## src/rtl/frame_rect_writer.sv

```systemverilog
// Rectangle rasteriser: erases a rectangle's old position, then paints the new one, one pixel per clock.
// Optional erase phase is compiled in with `define RECT_WR_ERASE_EN.
module frame_rect_writer #(
  parameter int SCREEN_X = 176,
  parameter int SCREEN_Y = 120,
  parameter int AW = 15,
  parameter int DW = 3,
  parameter logic [DW-1:0] BG_COLOR = 3'b000
) (
  input  logic          clk,
  input  logic          rst,
  input  logic          start,
  input  logic [7:0]    old_x,
  input  logic [6:0]    old_y,
  input  logic [7:0]    new_x,
  input  logic [6:0]    new_y,
  input  logic [7:0]    rect_w,
  input  logic [6:0]    rect_h,
  input  logic [DW-1:0] color,
  output logic          busy,
  output logic          done,
  output logic [AW-1:0] mem_px_addr,
  output logic [DW-1:0] mem_px_data,
  output logic          px_wr
);

`ifdef RECT_WR_ERASE_EN
  typedef enum logic [1:0] {IDLE = 2'd0, ERASE = 2'd1, DRAW = 2'd2, DONE = 2'd3} state_t;
`else
  typedef enum logic [1:0] {IDLE = 2'd0, DRAW = 2'd2, DONE = 2'd3} state_t;
`endif

  state_t        state_r;
  logic [7:0]    cx_r, w_r, nx_r;
  logic [6:0]    cy_r, h_r, ny_r;
  logic [DW-1:0] color_r;
  logic          busy_r, done_r, px_wr_r;
  logic [AW-1:0] addr_r;
  logic [DW-1:0] data_r;
`ifdef RECT_WR_ERASE_EN
  logic [7:0]    ox_r;
  logic [6:0]    oy_r;
`else
  logic          unused_s;
  assign unused_s = ^{old_x, old_y};
`endif

  logic [7:0]    base_x_s, cx_nxt_s;
  logic [6:0]    base_y_s, cy_nxt_s;
  logic [DW-1:0] px_data_s;
  logic [8:0]    x_s;
  logic [7:0]    y_s;
  logic          in_bounds_s, last_col_s, last_px_s;
  logic [AW-1:0] addr_s;

  // Select the scan origin and colour of the active phase.
  always_comb begin
    base_x_s  = nx_r;
    base_y_s  = ny_r;
    px_data_s = color_r;
`ifdef RECT_WR_ERASE_EN
    if (state_r == ERASE) begin
      base_x_s  = ox_r;
      base_y_s  = oy_r;
      px_data_s = BG_COLOR;
    end else begin
      base_x_s  = nx_r;
      base_y_s  = ny_r;
      px_data_s = color_r;
    end
`endif
  end

  // Pixel coordinate, clip test, address and raster-order counter advance.
  always_comb begin
    x_s         = {1'b0, base_x_s} + {1'b0, cx_r};
    y_s         = {1'b0, base_y_s} + {1'b0, cy_r};
    in_bounds_s = (x_s < 9'(SCREEN_X)) && (y_s < 8'(SCREEN_Y));
    addr_s      = AW'(y_s) * AW'(SCREEN_X) + AW'(x_s);
    last_col_s  = (cx_r == w_r - 8'd1);
    last_px_s   = last_col_s && (cy_r == h_r - 7'd1);
    if (last_col_s) begin
      cx_nxt_s = 8'd0;
      cy_nxt_s = cy_r + 7'd1;
    end else begin
      cx_nxt_s = cx_r + 8'd1;
      cy_nxt_s = cy_r;
    end
  end

  // Request FSM with registered pixel-write and status outputs.
  always_ff @(posedge clk or negedge rst) begin
    if (!rst) begin
      state_r <= IDLE;
      cx_r    <= 8'd0;
      cy_r    <= 7'd0;
      w_r     <= 8'd0;
      h_r     <= 7'd0;
      nx_r    <= 8'd0;
      ny_r    <= 7'd0;
      color_r <= '0;
`ifdef RECT_WR_ERASE_EN
      ox_r    <= 8'd0;
      oy_r    <= 7'd0;
`endif
      busy_r  <= 1'b0;
      done_r  <= 1'b0;
      px_wr_r <= 1'b0;
      addr_r  <= '0;
      data_r  <= '0;
    end else begin
      case (state_r)
        IDLE: begin
          px_wr_r <= 1'b0;
          done_r  <= 1'b0;
          // The done cycle itself is not an accept window.
          if (start && !done_r) begin
            nx_r    <= new_x;
            ny_r    <= new_y;
            w_r     <= rect_w;
            h_r     <= rect_h;
            color_r <= color;
`ifdef RECT_WR_ERASE_EN
            ox_r    <= old_x;
            oy_r    <= old_y;
`endif
            cx_r    <= 8'd0;
            cy_r    <= 7'd0;
            busy_r  <= 1'b1;
            if (rect_w == 8'd0 || rect_h == 7'd0) begin
              state_r <= DONE;
            end else begin
`ifdef RECT_WR_ERASE_EN
              state_r <= ERASE;
`else
              state_r <= DRAW;
`endif
            end
          end else begin
            busy_r <= 1'b0;
          end
        end
`ifdef RECT_WR_ERASE_EN
        ERASE: begin
          px_wr_r <= in_bounds_s;
          addr_r  <= addr_s;
          data_r  <= px_data_s;
          if (last_px_s) begin
            cx_r    <= 8'd0;
            cy_r    <= 7'd0;
            state_r <= DRAW;
          end else begin
            cx_r <= cx_nxt_s;
            cy_r <= cy_nxt_s;
          end
        end
`endif
        DRAW: begin
          px_wr_r <= in_bounds_s;
          addr_r  <= addr_s;
          data_r  <= px_data_s;
          if (last_px_s) begin
            state_r <= DONE;
          end else begin
            cx_r <= cx_nxt_s;
            cy_r <= cy_nxt_s;
          end
        end
        DONE: begin
          px_wr_r <= 1'b0;
          busy_r  <= 1'b0;
          done_r  <= 1'b1;
          state_r <= IDLE;
        end
        default: begin
          px_wr_r <= 1'b0;
          busy_r  <= 1'b0;
          done_r  <= 1'b0;
          state_r <= IDLE;
        end
      endcase
    end
  end

  assign busy        = busy_r;
  assign done        = done_r;
  assign px_wr       = px_wr_r;
  assign mem_px_addr = addr_r;
  assign mem_px_data = data_r;

endmodule

```

## config.mk

```make
export PLATFORM = sky130hd
export DESIGN_NAME = frame_rect_writer
export DESIGN_NICKNAME = d
export VERILOG_FILES = /design/src/rtl/frame_rect_writer.sv
export SDC_FILE = /design/constraint.sdc
export NUM_CORES = 1
export LEC_CHECK = 0
export CAP_MARGIN = 40
export CORE_ASPECT_RATIO = 0.5
export CORE_UTILIZATION = 55
export DETAILED_ROUTE_END_ITERATION = 12
export PLACE_DENSITY_LB_ADDON = 0.25
export SLEW_MARGIN = 20
export SYNTH_ARGS = -nofsm -noshare
export SYNTH_HDL_FRONTEND = slang
export SYNTH_SLANG_ARGS = --single-unit
export TNS_END_PERCENT = 100
```

## constraint.sdc

```tcl
create_clock -name clk -period 8.8 [get_ports clk]
set_input_delay 1.76 -clock clk [delete_from_list [all_inputs] [get_ports clk]]
set_output_delay 1.76 -clock clk [all_outputs]
set_load 0.01 [all_outputs]
```

# After elaboration in Yosys (flattened, before gate mapping)
# Index checks and enable logic that the tools add are counted.
[word_totals] reg_bits=71 output_inout_bits=21 elab_cells=60
[classes] addsub=7 mul=1 magnitude_cmp=2 eq_ne=8 n_mux=16 reduce_logical=13
[op_table] operator="8-bit two-way mux" n=3
[op_table] operator="7-bit two-way mux" n=3
[op_table] operator="8-bit one-hot mux with 2 select lines" n=1
[op_table] operator="15-bit by 9-bit adder with 15-bit output" n=1
[op_table] operator="7-bit one-hot mux with 2 select lines" n=1
[op_table] operator="8-bit by 4-bit multiplier with 11-bit output (second input constant)" n=1
[op_table] operator="8-bit by 8-bit adder with 9-bit output" n=1
[op_table] operator="9-bit by 8-bit less-than comparator with 1-bit output (second input constant)" n=1
[op_table] operator="7-bit by 7-bit adder with 8-bit output" n=1
[op_table] operator="8-bit by 1-bit adder with 8-bit output (second input constant)" n=1
[op_table] operator="8-bit == test" n=1
[op_table] operator="8-bit logical NOT" n=1
[op_table] operator="8-bit by 7-bit less-than comparator with 1-bit output (second input constant)" n=1
[op_table] operator="2-bit inequality test (second input constant)" n=4
[op_table] operator="8-bit by 1-bit subtractor with 8-bit output (second input constant)" n=1
[op_table] operator="7-bit by 1-bit adder with 7-bit output (second input constant)" n=1
[op_table] operator="7-bit == test" n=1
[op_table] operator="7-bit logical NOT" n=1
[op_table] operator="7-bit by 1-bit subtractor with 7-bit output (second input constant)" n=1
[op_table] operator="2-bit == test (second input constant)" n=2
[op_table] operator="2-bit two-way mux" n=2
[op_table] operator="1-bit one-hot mux with 2 select lines" n=2
[op_table] operator="2-bit one-hot mux with 2 select lines" n=1
[op_table] operator="2-bit AND reduction" n=2
[op_table] operator="8 further kinds" n=12

# Depth between registers and ports, before layout
[logic_depth] depth_word=5 mapped_depth=20 depth_no_buf=20

# Worst setup path after synthesis
# Ideal clock, no wire load.
[synth_path] path_kind="reg2reg" from="reg cy_r[0]" to="reg addr_r[14] (netlist: mem_px_addr[14])" setup_ps=83 arrival_time_ps=4599 t_required_ps=8717 path_slack_ps=4118 path_stages_with_launch=21 period_less_slack_ps=4682 path_cell_list="dfrtp_1 > ha_1 > fa_1 > a21o_1 > a21oi_1 > o21bai_1 > a21oi_1 > xor2_1 > inv_1 > ha_1 > inv_1 > fa_1 > inv_1 > ha_1 > or2_2 > a21oi_1 > a31oi_1 > xnor2_1 > nor4bb_1 > xnor3_1 > o21ai_0"
[synth_between] elab_chain_len=3
[synth_lines] item="start: declaration" line="35" rtl="logic [6:0] cy_r, h_r, ny_r;"
[synth_lines] item="start signal: assignment" line="166" rtl="cy_r <= cy_nxt_s;"
[synth_lines] item="7-bit by 7-bit adder with 8-bit output" line="77" rtl="y_s = {1'b0, base_y_s} + {1'b0, cy_r};"
[synth_lines] item="8-bit by 4-bit multiplier with 11-bit output" line="79" rtl="addr_s = AW'(y_s) * AW'(SCREEN_X) + AW'(x_s);"
[synth_lines] item="15-bit by 9-bit adder with 15-bit output" line="79"
[synth_lines] item="end signal: assignment" line="160" rtl="addr_r <= addr_s;"
[synth_lines] item="end: declaration" line="38" rtl="logic [AW-1:0] addr_r;"
# Every way passes these cells.
# A chain may end at the register's enable or synchronous reset.

# Worst setup path in the final report
# Ends and elaborated chain as after synthesis.

==> impl_summary.txt <==
----------------------------------------------------
[Critical path]
  Path depth of the worst reg2reg path ... 19
  Startpoint of the worst register-to-register path ... cy_r[0]$_DFFE_PN0P_
  Worst R2R Setup Slack ... 3610 ps
  Slowest cell on the critical path ... sky130_fd_sc_hd__fa_1
  Critical Path RT ... 9060 ps
  Startpoint type of the worst setup path ... register
  Critical path type ... register to register
  Worst-path fanout max ... 7
  Stage delay of the slowest cell on the critical path ... 490 ps
  Sort of element at the end of the critical path ... register
  Crit path arrival time ... 5440 ps
  Critical-path cell list ... ha_1 -> fa_1 -> a21o_1 -> a21oi_1 -> o21bai_1 -> a21oi_1 -> xor2_1 -> inv_1 -> ha_1 -> inv_1 -> fa_1 -> inv_1 -> ha_1 -> o21a_1 -> a32oi_1 -> o2111ai_1 -> nor4bb_1 -> xnor3_1 -> o21ai_0
  Critical R2R Capture ... mem_px_addr[14]$_DFFE_PN0P_

[Clock network]
  TritonCTS clock tree ... done
  Post-CTS sizing ... 0
  Reg clk slew, reported paths ... 60 ps
  Total clock buffers created by CTS ... 9
  Buffers inserted by post-CTS timing repair ... 0
  Worst skew pair latency ... 340 ps
  Deepest clock path buffer count ... 2
  Htree depth ... 3
  Number of clock sinks seen by CTS ... 71
  CTS Hold Bufs ... 0
  Clock root buffer master ... sky130_fd_sc_hd__clkbuf_16

[Final layout]
  Leading cell types in the layout, fill and taps excluded ... sky130_fd_sc_hd__nand2_1 (135), sky130_fd_sc_hd__dfrtp_1 (71), sky130_fd_sc_hd__clkdlybuf4s50_1 (55), sky130_fd_sc_hd__ha_1 (44), sky130_fd_sc_hd__o21ai_0 (39)
  Share of cells above drive strength 1 ... 0.04910
  Most common cell after layout, fill and taps aside ... sky130_fd_sc_hd__nand2_1
  Antenna diodes ... 0
  Number of filler instances in the final layout ... 649
  Net count reported at finish ... 709
  Area Overhead vs Synth ... 20.89%

[GRT]
  GRT Resource Usage Total ... 0.2497
  Initial antenna violation count ... 0
  Wire length of the first global-routing pass ... 17.51 mm
  Largest net degree at the start of global routing ... 52
  Residual overflow from global routing ... 0
  Via count of the first global-routing pass ... 3823

[Min path]
  Hold path startpoint ... color_r[0]$_DFFE_PN0P_
  Min-delay worst type ... register to register
  Hold worst-path end ... mem_px_data[0]$_DFFE_PN0P_
  Cell depth of the worst hold path ... 2

[Route]
  Final routed wirelength across all metal layers ... 10.23 mm
  Number of vias per cell ... 5.405
  DR vias ... 3908
  Detailed Routing Iterations Pass 1 ... 4
  Number of remaining DRC errors ... 0
  Drt first-iter violations ... 224
  WL/cell ... 14.15 µm
  ANT nets after route ... 0

[Timing]
  Final Max Tran Viols ... 0
  Setup repair after global routing missed its margin ... false
  Fin Clk Skew ... 4.878 ps
  Tightest slew margin relative to the limit ... 0.4613
  Final sum of negative setup slack ... 0 ps
  Highest achievable clock rate ... 0.1928 GHz
  Setup Viol. Count Final ... 0
  Final critical delay including setup and external delays ... 5186 ps
  Tightest Pin Transition ... 797.6 ps
  Final worst-path cycle share ... 0.5893
  Final Hold Fails ... 0

[Synth]
  Top_reg_cell synth ... sky130_fd_sc_hd__dfrtp_1
  Synthesized Nets ... 652
  Leading cell types by total area after synthesis ... sky130_fd_sc_hd__dfrtp_1 (37%), sky130_fd_sc_hd__ha_1 (11%), sky130_fd_sc_hd__nand2_1 (11%)
  Post-Synthesis Cells ... 550
  Yosys reg bits ... 71
  Post-synth EDFFs ... 0
  Combined area of all synthesized cells ... 4805 µm²
  Synthesized area divided by synthesized cell count ... 8.736 µm²
  Async set-or-reset flop fraction in the synthesized netlist ... 1.000
  Proportion of synthesized chip area in sequential cells ... 0.3698
  Top-area cell type share of the netlist area ... 0.3698
  Synth unique cells ... 56
  Synth warnings ... 0
  Cell accounting for the most synthesized area ... sky130_fd_sc_hd__dfrtp_1

[Flow run]
  Number of maximum-capacitance constraint violations ... 0

[Floorplan]
  Top Ports ... 72
  Chip width ... 134.2 µm
  Area inside the core boundary ... 8230 µm²
  Die area ... 9136 µm²
  Die span in y ... 68.09 µm
  Number of rows created at floorplan ... 23
  Effective utilization at floorplan ... 0.5838

[Outcome]
  Status ... finished, final reports clean

[Placement]
  Port Buffer Count ... 56
  Placer congestion estimate ... 0.8499
  Placed wire-length estimate after detailed placement ... 7.372 mm

----------------------------------------------------
## routing by layer
layer	GRT usage	vias up	wire length, µm
met5	0	-	0
met4	0.05337	0	76
met3	0.06963	9	457
met2	0.4275	70	4629
met1	0.3215	1827	5065
li1	-	2002	-
## layout make-up
cell class	instances	area, µm²	area share
inverter	37	138.9	0.02391
clock inverter	3	68.82	0.01185
sequential	71	1777	0.3059
tap	112	140.1	0.02413
clock buffer	12	236.5	0.04072
timing repair buffer	62	628.1	0.1081
multi-input combinational	426	2819	0.4854
## state kept, by name, summed over array words and instances, names as in the netlist, 2 cells and up
signal       count
state_r          2
mem_px_addr     15
base_y_s         7
mem_px_data      3
w_r              8
cx_r             8
color_r          3
h_r              7
base_x_s         8
cy_r             7
## kinds of logic after synthesis
| logic type | Yosys count | share of synthesized area |
|---|---|---|
| XOR/XNOR | 42 | 0.07943 |
| buffers and inverters | 53 | 0.04349 |
| AND/OR/NAND/NOR | 223 | 0.2094 |
| flip-flops | 71 | 0.3698 |
| multiplexers | 2 | 0.004687 |
| adder cells (fa/ha/maj) | 51 | 0.1437 |
| AO/OA/AOI/OAI | 108 | 0.1495 |
## critical path: cells and delay by family (launching register included)
kind | cells | cell delay, ps
adder cells (fa/ha/maj) | 5 | 1880
AO/OA/AOI/OAI | 8 | 1610
XOR/XNOR | 2 | 570
flip-flops | 1 | 470
AND/OR/NAND/NOR | 1 | 340
buffers and inverters | 3 | 220
## worst max-delay path by stage
stage / from / end / slack, ps
after floorplan: cy_r[0]$_DFFE_PN0P_ / mem_px_addr[14]$_DFFE_PN0P_ / 4120
after global placement: cy_r[0]$_DFFE_PN0P_ / mem_px_addr[14]$_DFFE_PN0P_ / 3730
after detailed placement: cy_r[0]$_DFFE_PN0P_ / mem_px_addr[14]$_DFFE_PN0P_ / 3610
after CTS: cy_r[0]$_DFFE_PN0P_ / mem_px_addr[14]$_DFFE_PN0P_ / 3570
after global routing: cy_r[0]$_DFFE_PN0P_ / mem_px_addr[14]$_DFFE_PN0P_ / 3250
final: cy_r[0]$_DFFE_PN0P_ / mem_px_addr[14]$_DFFE_PN0P_ / 3610
## per-stage QoR
stage          std cells  worst slack [ps]  utilization  cell area (µm²)  hold WS, ps
3_3_place_gp         706              3728       0.6634             5460        449.9
2_1_floorplan        550              4118            -             4805        438.6
3_5_place_dp         708              3614       0.6686             5503        449.1
4_1_cts              723              3569       0.7057             5808        465.8
5_1_grt              723              3252       0.7057             5808        478.4
6_report             723              3614       0.7057             5808        466.9
## synth_stat cells, types with 2 or more instances
library cell and instances:
sky130_fd_sc_hd__fa_1 7, sky130_fd_sc_hd__a22o_1 4, sky130_fd_sc_hd__nand4_1 4, sky130_fd_sc_hd__a21boi_0 2
sky130_fd_sc_hd__a31oi_1 2, sky130_fd_sc_hd__o31ai_1 7, sky130_fd_sc_hd__nor4_1 3, sky130_fd_sc_hd__o21ai_0 39
sky130_fd_sc_hd__nand3b_1 2, sky130_fd_sc_hd__nand2b_1 4, sky130_fd_sc_hd__dfrtp_1 71, sky130_fd_sc_hd__xnor2_1 23
sky130_fd_sc_hd__or2_2 3, sky130_fd_sc_hd__o21bai_1 2, sky130_fd_sc_hd__nor3_1 15, sky130_fd_sc_hd__xor2_1 18
sky130_fd_sc_hd__nand3_1 7, sky130_fd_sc_hd__o2111ai_1 2, sky130_fd_sc_hd__o21a_1 5, sky130_fd_sc_hd__and3_1 3
sky130_fd_sc_hd__a21oi_1 20, sky130_fd_sc_hd__clkbuf_1 13, sky130_fd_sc_hd__a211oi_1 4, sky130_fd_sc_hd__nor2_2 2
sky130_fd_sc_hd__mux2_2 2, sky130_fd_sc_hd__ha_1 44, sky130_fd_sc_hd__a32oi_1 3, sky130_fd_sc_hd__nand4b_1 2
sky130_fd_sc_hd__inv_1 37, sky130_fd_sc_hd__nor2b_1 4, sky130_fd_sc_hd__a21o_1 6, sky130_fd_sc_hd__nor2_1 21
sky130_fd_sc_hd__nand2_1 135, sky130_fd_sc_hd__buf_2 2, sky130_fd_sc_hd__and2_1 5, sky130_fd_sc_hd__or4_1 7
Power is not shown: default switching activity piles up to over one toggle a cycle in this logic, so the estimate is an artifact.
